File: src/rtl/find_first_one_index_core.sv
// -----------------------------------------------------------------------------
// find_first_one_index_core
//
// Parameterised priority encoder. Reports the position of the lowest-indexed
// set bit of vector_in, together with a flag saying whether any bit is set.
// Bit 0 has the highest priority. When no bit is set, the index reads 0 and the
// found flag reads 0, so index 0 is only meaningful together with the flag.
//
// Parameters
//   VECTOR_LENGTH     width of vector_in (1 .. 2^MAX_OUTPUT_WIDTH)
//   MAX_OUTPUT_WIDTH  width of first_one_index_out; the index is zero-extended
//
// Ports
//   clk_in               in   1                 rising-edge clock
//   reset_in             in   1                 synchronous, active-high reset
//   vector_in            in   VECTOR_LENGTH     vector to scan, bit 0 first
//   first_one_index_out  out  MAX_OUTPUT_WIDTH  index of lowest set bit
//   one_is_found_out     out  1                 1 when any bit of vector_in is set
//
// Configuration macro
//   FIND_FIRST_ONE_INDEX_COMB_BYPASS_EN
//     undefined (default): outputs registered, one cycle latency, reset clears
//                          both outputs and has priority over the new encode.
//     defined:             outputs purely combinational from vector_in; clock
//                          and reset are unused and no flops are inferred.
//   The encode itself is identical in both builds.
// -----------------------------------------------------------------------------
module find_first_one_index_core #(
  parameter int VECTOR_LENGTH    = 8,
  parameter int MAX_OUTPUT_WIDTH = 32
) (
  input  logic                        clk_in,
  input  logic                        reset_in,
  input  logic [VECTOR_LENGTH-1:0]    vector_in,
  output logic [MAX_OUTPUT_WIDTH-1:0] first_one_index_out,
  output logic                        one_is_found_out
);

  // Width of the natural (unextended) index. A one-bit vector still needs a
  // one-bit index field so that the arithmetic below stays well-formed; that
  // bit is always 0.
  localparam int INDEX_WIDTH = (VECTOR_LENGTH > 1) ? $clog2(VECTOR_LENGTH) : 1;

  // Elaboration-time sanity checks on the parameter set.
  generate
    if (VECTOR_LENGTH < 1) begin : g_bad_length
      $error("find_first_one_index_core: VECTOR_LENGTH must be at least 1");
    end
    if (MAX_OUTPUT_WIDTH < INDEX_WIDTH) begin : g_bad_width
      $error("find_first_one_index_core: MAX_OUTPUT_WIDTH too small for VECTOR_LENGTH");
    end
  endgenerate

  // Encode result bundle shared by both builds.
  typedef struct packed {
    logic [INDEX_WIDTH-1:0] index;
    logic                   found;
  } encode_t;

  // Lowest-set-bit encoder. The scan latches on the first hit so later (higher)
  // bits cannot overwrite it; an all-zero vector leaves index 0 / found 0.
  function automatic encode_t encode_first_one(input logic [VECTOR_LENGTH-1:0] vec);
    encode_t result;
    result.index = {INDEX_WIDTH{1'b0}};
    result.found = 1'b0;
    for (int i = 0; i < VECTOR_LENGTH; i++) begin
      if (!result.found && vec[i]) begin
        result.index = INDEX_WIDTH'(i);
        result.found = 1'b1;
      end else begin
        result.index = result.index;
        result.found = result.found;
      end
    end
    return result;
  endfunction

  encode_t                     encode_now;
  logic [MAX_OUTPUT_WIDTH-1:0] index_extended;

  // Combinational encode of the present input vector.
  always_comb begin
    encode_now = encode_first_one(vector_in);
  end

  // Zero-extend the natural index to the output width.
  assign index_extended = MAX_OUTPUT_WIDTH'(encode_now.index);

`ifdef FIND_FIRST_ONE_INDEX_COMB_BYPASS_EN

  // Zero-latency build: clock and reset are deliberately ignored.
  logic unused_clk_reset;
  assign unused_clk_reset = clk_in ^ reset_in;

  assign first_one_index_out = index_extended;
  assign one_is_found_out    = encode_now.found;

`else

  // Registered outputs; reset wins over the encode taken on the same edge.
  always_ff @(posedge clk_in) begin
    if (reset_in) begin
      first_one_index_out <= {MAX_OUTPUT_WIDTH{1'b0}};
      one_is_found_out    <= 1'b0;
    end else begin
      first_one_index_out <= index_extended;
      one_is_found_out    <= encode_now.found;
    end
  end

`endif

endmodule

File: config.mk
export PLATFORM = sky130hd
export DESIGN_NAME = find_first_one_index_core
export DESIGN_NICKNAME = d
export VERILOG_FILES = /design/src/rtl/find_first_one_index_core.sv
export SDC_FILE = /design/constraint.sdc
export NUM_CORES = 1
export LEC_CHECK = 0
export CAP_MARGIN = 20
export CORE_AREA = 2 2 39 41
export CTS_CLUSTER_SIZE = 20
export DETAILED_ROUTE_END_ITERATION = 10
export DIE_AREA = 0 0 41 43
export DONT_BUFFER_PORTS = 1
export HOLD_SLACK_MARGIN = 0.05
export PLACE_DENSITY = 0.55
export SLEW_MARGIN = 5
export SYNTH_ARGS = -nofsm -noshare
export SYNTH_HDL_FRONTEND = slang
export SYNTH_SLANG_ARGS = --single-unit
File: constraint.sdc
create_clock -name clk_in -period 0.8 [get_ports clk_in]
set_input_delay 0.08 -clock clk_in [delete_from_list [all_inputs] [get_ports clk_in]]
set_output_delay 0.08 -clock clk_in [all_outputs]
set_load 0.02 [all_outputs]
==> out/results.md <==
Finish
- 0 — ant diodes
- 162 — number of fill cells
- 346.6 µm² — post-route cell area
- 80.08 µm² — area taken by flip-flops and latches
- -11.50% — area growth from synthesis to layout
- 203.9 µm² — multi-input combinational cell area
- 11.32% — layout cell share with drive strength beyond 1
- 65 — total number of nets in the final design

Pwr
- 1794 nW/µm² — power density normalized to cell area
- 25.2% — share of total power in combinational logic
- 35.99% — switch share
- 0.1803 nW — LEAKAGE
- 398.0 µW — internal power
- 35.7% — sequential cell fraction of total power
- 0.3162 mV — worst supply voltage drop on vdd
- 223.8 µW — net switching power
- 621.8 µW — total power
- 39.1% — clock share of power

Logic synthesis
- 0% — FFs w/ async S/R, synth
- 49 — number of cells produced by synthesis
- sky130_fd_sc_hd__dfxtp_1 — top_reg_cell synth
- 29 x sky130_fd_sc_hd__buf_4, 4 x sky130_fd_sc_hd__dfxtp_1, 3 x sky130_fd_sc_hd__nor2_1, 3 x sky130_fd_sc_hd__nor3_1 — most numerous cell types in the synthesized netlist
- 4 — number of synthesized register bits
- 14 — library cells used by synthesis
- sky130_fd_sc_hd__buf_4 — post-synth top area cell
- 0 — Warnings, synthesis
- sky130_fd_sc_hd__buf_4 56%, sky130_fd_sc_hd__dfxtp_1 20%, sky130_fd_sc_hd__nor3_1 3.8% — top cells by area in the synthesized netlist
- sky130_fd_sc_hd__buf_4 — most instantiated library cell after synthesis
- 7.992 µm² — post-synthesis average cell area
- 391.6 µm² — netlist area before placement
- 0 — number of flops mapped to enable cells by yosys
- 55.59% — top-area cell type share of the netlist area
- 20.45% — share of the yosys chip area belonging to registers

STA
- 3 — Final Hold Violating Endpoints
- 0 — final setup violation count
- 1.380 GHz — maximum clock frequency
- 0 ps — setup total negative slack
- false — setup repair after global routing missed its margin
- 75.27 ps — post-route worst setup slack
- 0 — final count of pins violating max slew
- 90.59% — share of the clock period used by the worst path
- -83.54 ps — worst hold slack
- 724.7 ps — clock period minus worst slack

Place
- 0 — quantity of I/O buffers inserted on ports
- 0.4887 — final RePlAce weighted congestion
- 311.5 µm² — placement-stage cell area
- 5.232 ps — worst slack, placed

Floorplanning
- 1384 µm² — area of the core
- 41 µm — x dimension of the die
- 43 µm — die extent in y
- 28.30% — Initial Util
- 43 — count of boundary I/O pins
- 1763 µm² — die outline area
- 14 — num rows

Clock network
- done — clock tree from TritonCTS
- sky130_fd_sc_hd__clkbuf_4 — root buffer cell
- 40 ps — clock transition at the register clock pins on the worst setup and hold paths after CTS
- 1 — hold-fix buffer count after cts
- 1 — number of levels the H-tree was split into
- 0 — post-CTS setup-driven buffer insertion count
- 2 — largest buffer count on any clock path
- 4 — total number of clock tree sinks
- 3 — CTS Buf Count

Routing
- 3.478 — Vias/cell
- 2 — first-pass iteration count of the detailed router
- 0 — Detail Route Antenna Nets
- 7.435 µm — Wirelength per Cell
- 0 — DRC Markers
- 4 — first-iteration detailed-routing DRC count
- 240 — total number of vias
- met3 — top metal layer carrying routed signals
- 256 µm — amount of wire on met2 after detailed routing
- 513 µm — wirelength, routed
- 125 µm — Routed met3 length
- 131 µm — length of routed wiring on met1

Global route
- 5 — pin count of the biggest net entering global routing
- 0 — Remaining Overflow, GRT
- 0 — initial antenna violation count
- 4.595% — gr usage total
- 151 — via count of the first global-routing pass
- 503 µm — first-pass GRT wire length

Outcome
- hold timing — failing checks
- finished, violations left — status

Critical path
- reg2out — startpoint-to-endpoint class of the critical path
- register — Startpoint Class
- output pin — CP endpoint kind
- 720 ps — Required @ worst endpoint
- first_one_index_out[2] — beginning of the critical path
- 1 — maximum fanout along the worst path
- 640 ps — Crit path arrival time

Run
- 0 — max-capacitance violation count

Worst hold path
- 1 — worst hold path stage count
- reset_in — HP Start
- in2reg — classification of the worst-slack hold path
- one_is_found_out — Endpoint, Worst Hold

## kinds of logic after synthesis
kind of cell           share of synthesized area, %
AO/OA/AOI/OAI                                 9.902
other                                        0.9575
buffers and inverters                         55.59
AND/OR/NAND/NOR                               13.10
flip-flops                                    20.45
## sequential cells by signal, summed over array words and instances, names as in the netlist
signal	flops
first_one_index_out	3
one_is_found_out	1
## power groups by stage
| stage | Sequential [mW] | Clock (mW) | Combinational (mW) |
|---|---|---|---|
| global route | 0.224 | 0.263 | 0.168 |
| finish | 0.222 | 0.243 | 0.156 |
| CTS | 0.222 | 0.259 | 0.153 |
| floorplan | 0.225 | 0 | 0.250 |
| detailed placement | 0.225 | 0 | 0.148 |
| global placement | 0.225 | 0 | 0.148 |
## per-layer routing
layer / track usage [%] / vias up
met3: 0 / 0
met1: 3.797 / 105
li1: - / 111
met5: 0 / -
met4: 8.000 / 0
met2: 6.875 / 24
## layout make-up
cell class | instances | area share [%]
tap | 16 | 5.776
clock buffer | 3 | 6.498
multi-input combinational | 44 | 58.84
sequential | 4 | 23.10
timing repair buffer | 2 | 5.776
## worst max path at each step
stage	slack (ps)	cells after the start	endpoint
finish	80	0	first_one_index_out[2]
detailed placement	5	3	first_one_index_out[0]
CTS	30	2	first_one_index_out[2]
floorplan	70	2	first_one_index_out[2]
global route	40	0	first_one_index_out[2]
global placement	20	3	first_one_index_out[0]
## what timing repair did
item,in CTS,in global routing
gates resized for setup,0,1
endpoints found under the setup margin,0,1
endpoints found under the hold margin,4,4
## placed cells by master (no fill, tap or decap)
cell type                        instances
sky130_fd_sc_hd__a2111oi_2               1
sky130_fd_sc_hd__a211oi_1                1
sky130_fd_sc_hd__a21oi_1                 1
sky130_fd_sc_hd__a31oi_1                 1
sky130_fd_sc_hd__buf_4                   1
sky130_fd_sc_hd__clkbuf_4                3
sky130_fd_sc_hd__conb_1                 29
sky130_fd_sc_hd__dfxtp_1                 4
sky130_fd_sc_hd__dlymetal6s4s_1          1
sky130_fd_sc_hd__nand3_1                 1
sky130_fd_sc_hd__nor2_1                  3
sky130_fd_sc_hd__nor2b_1                 1
sky130_fd_sc_hd__nor3_1                  3
sky130_fd_sc_hd__nor3b_1                 1
sky130_fd_sc_hd__o21ai_0                 1
sky130_fd_sc_hd__or3_4                   1
## metrics by stage
stage	std cells	util, %
global placement	65	22.51
detailed placement	65	22.51
CTS	69	24.86
global route	69	25.05
floorplan	77	-
finish	69	25.05
No activity file was read; power rests on OpenSTA's default activity.
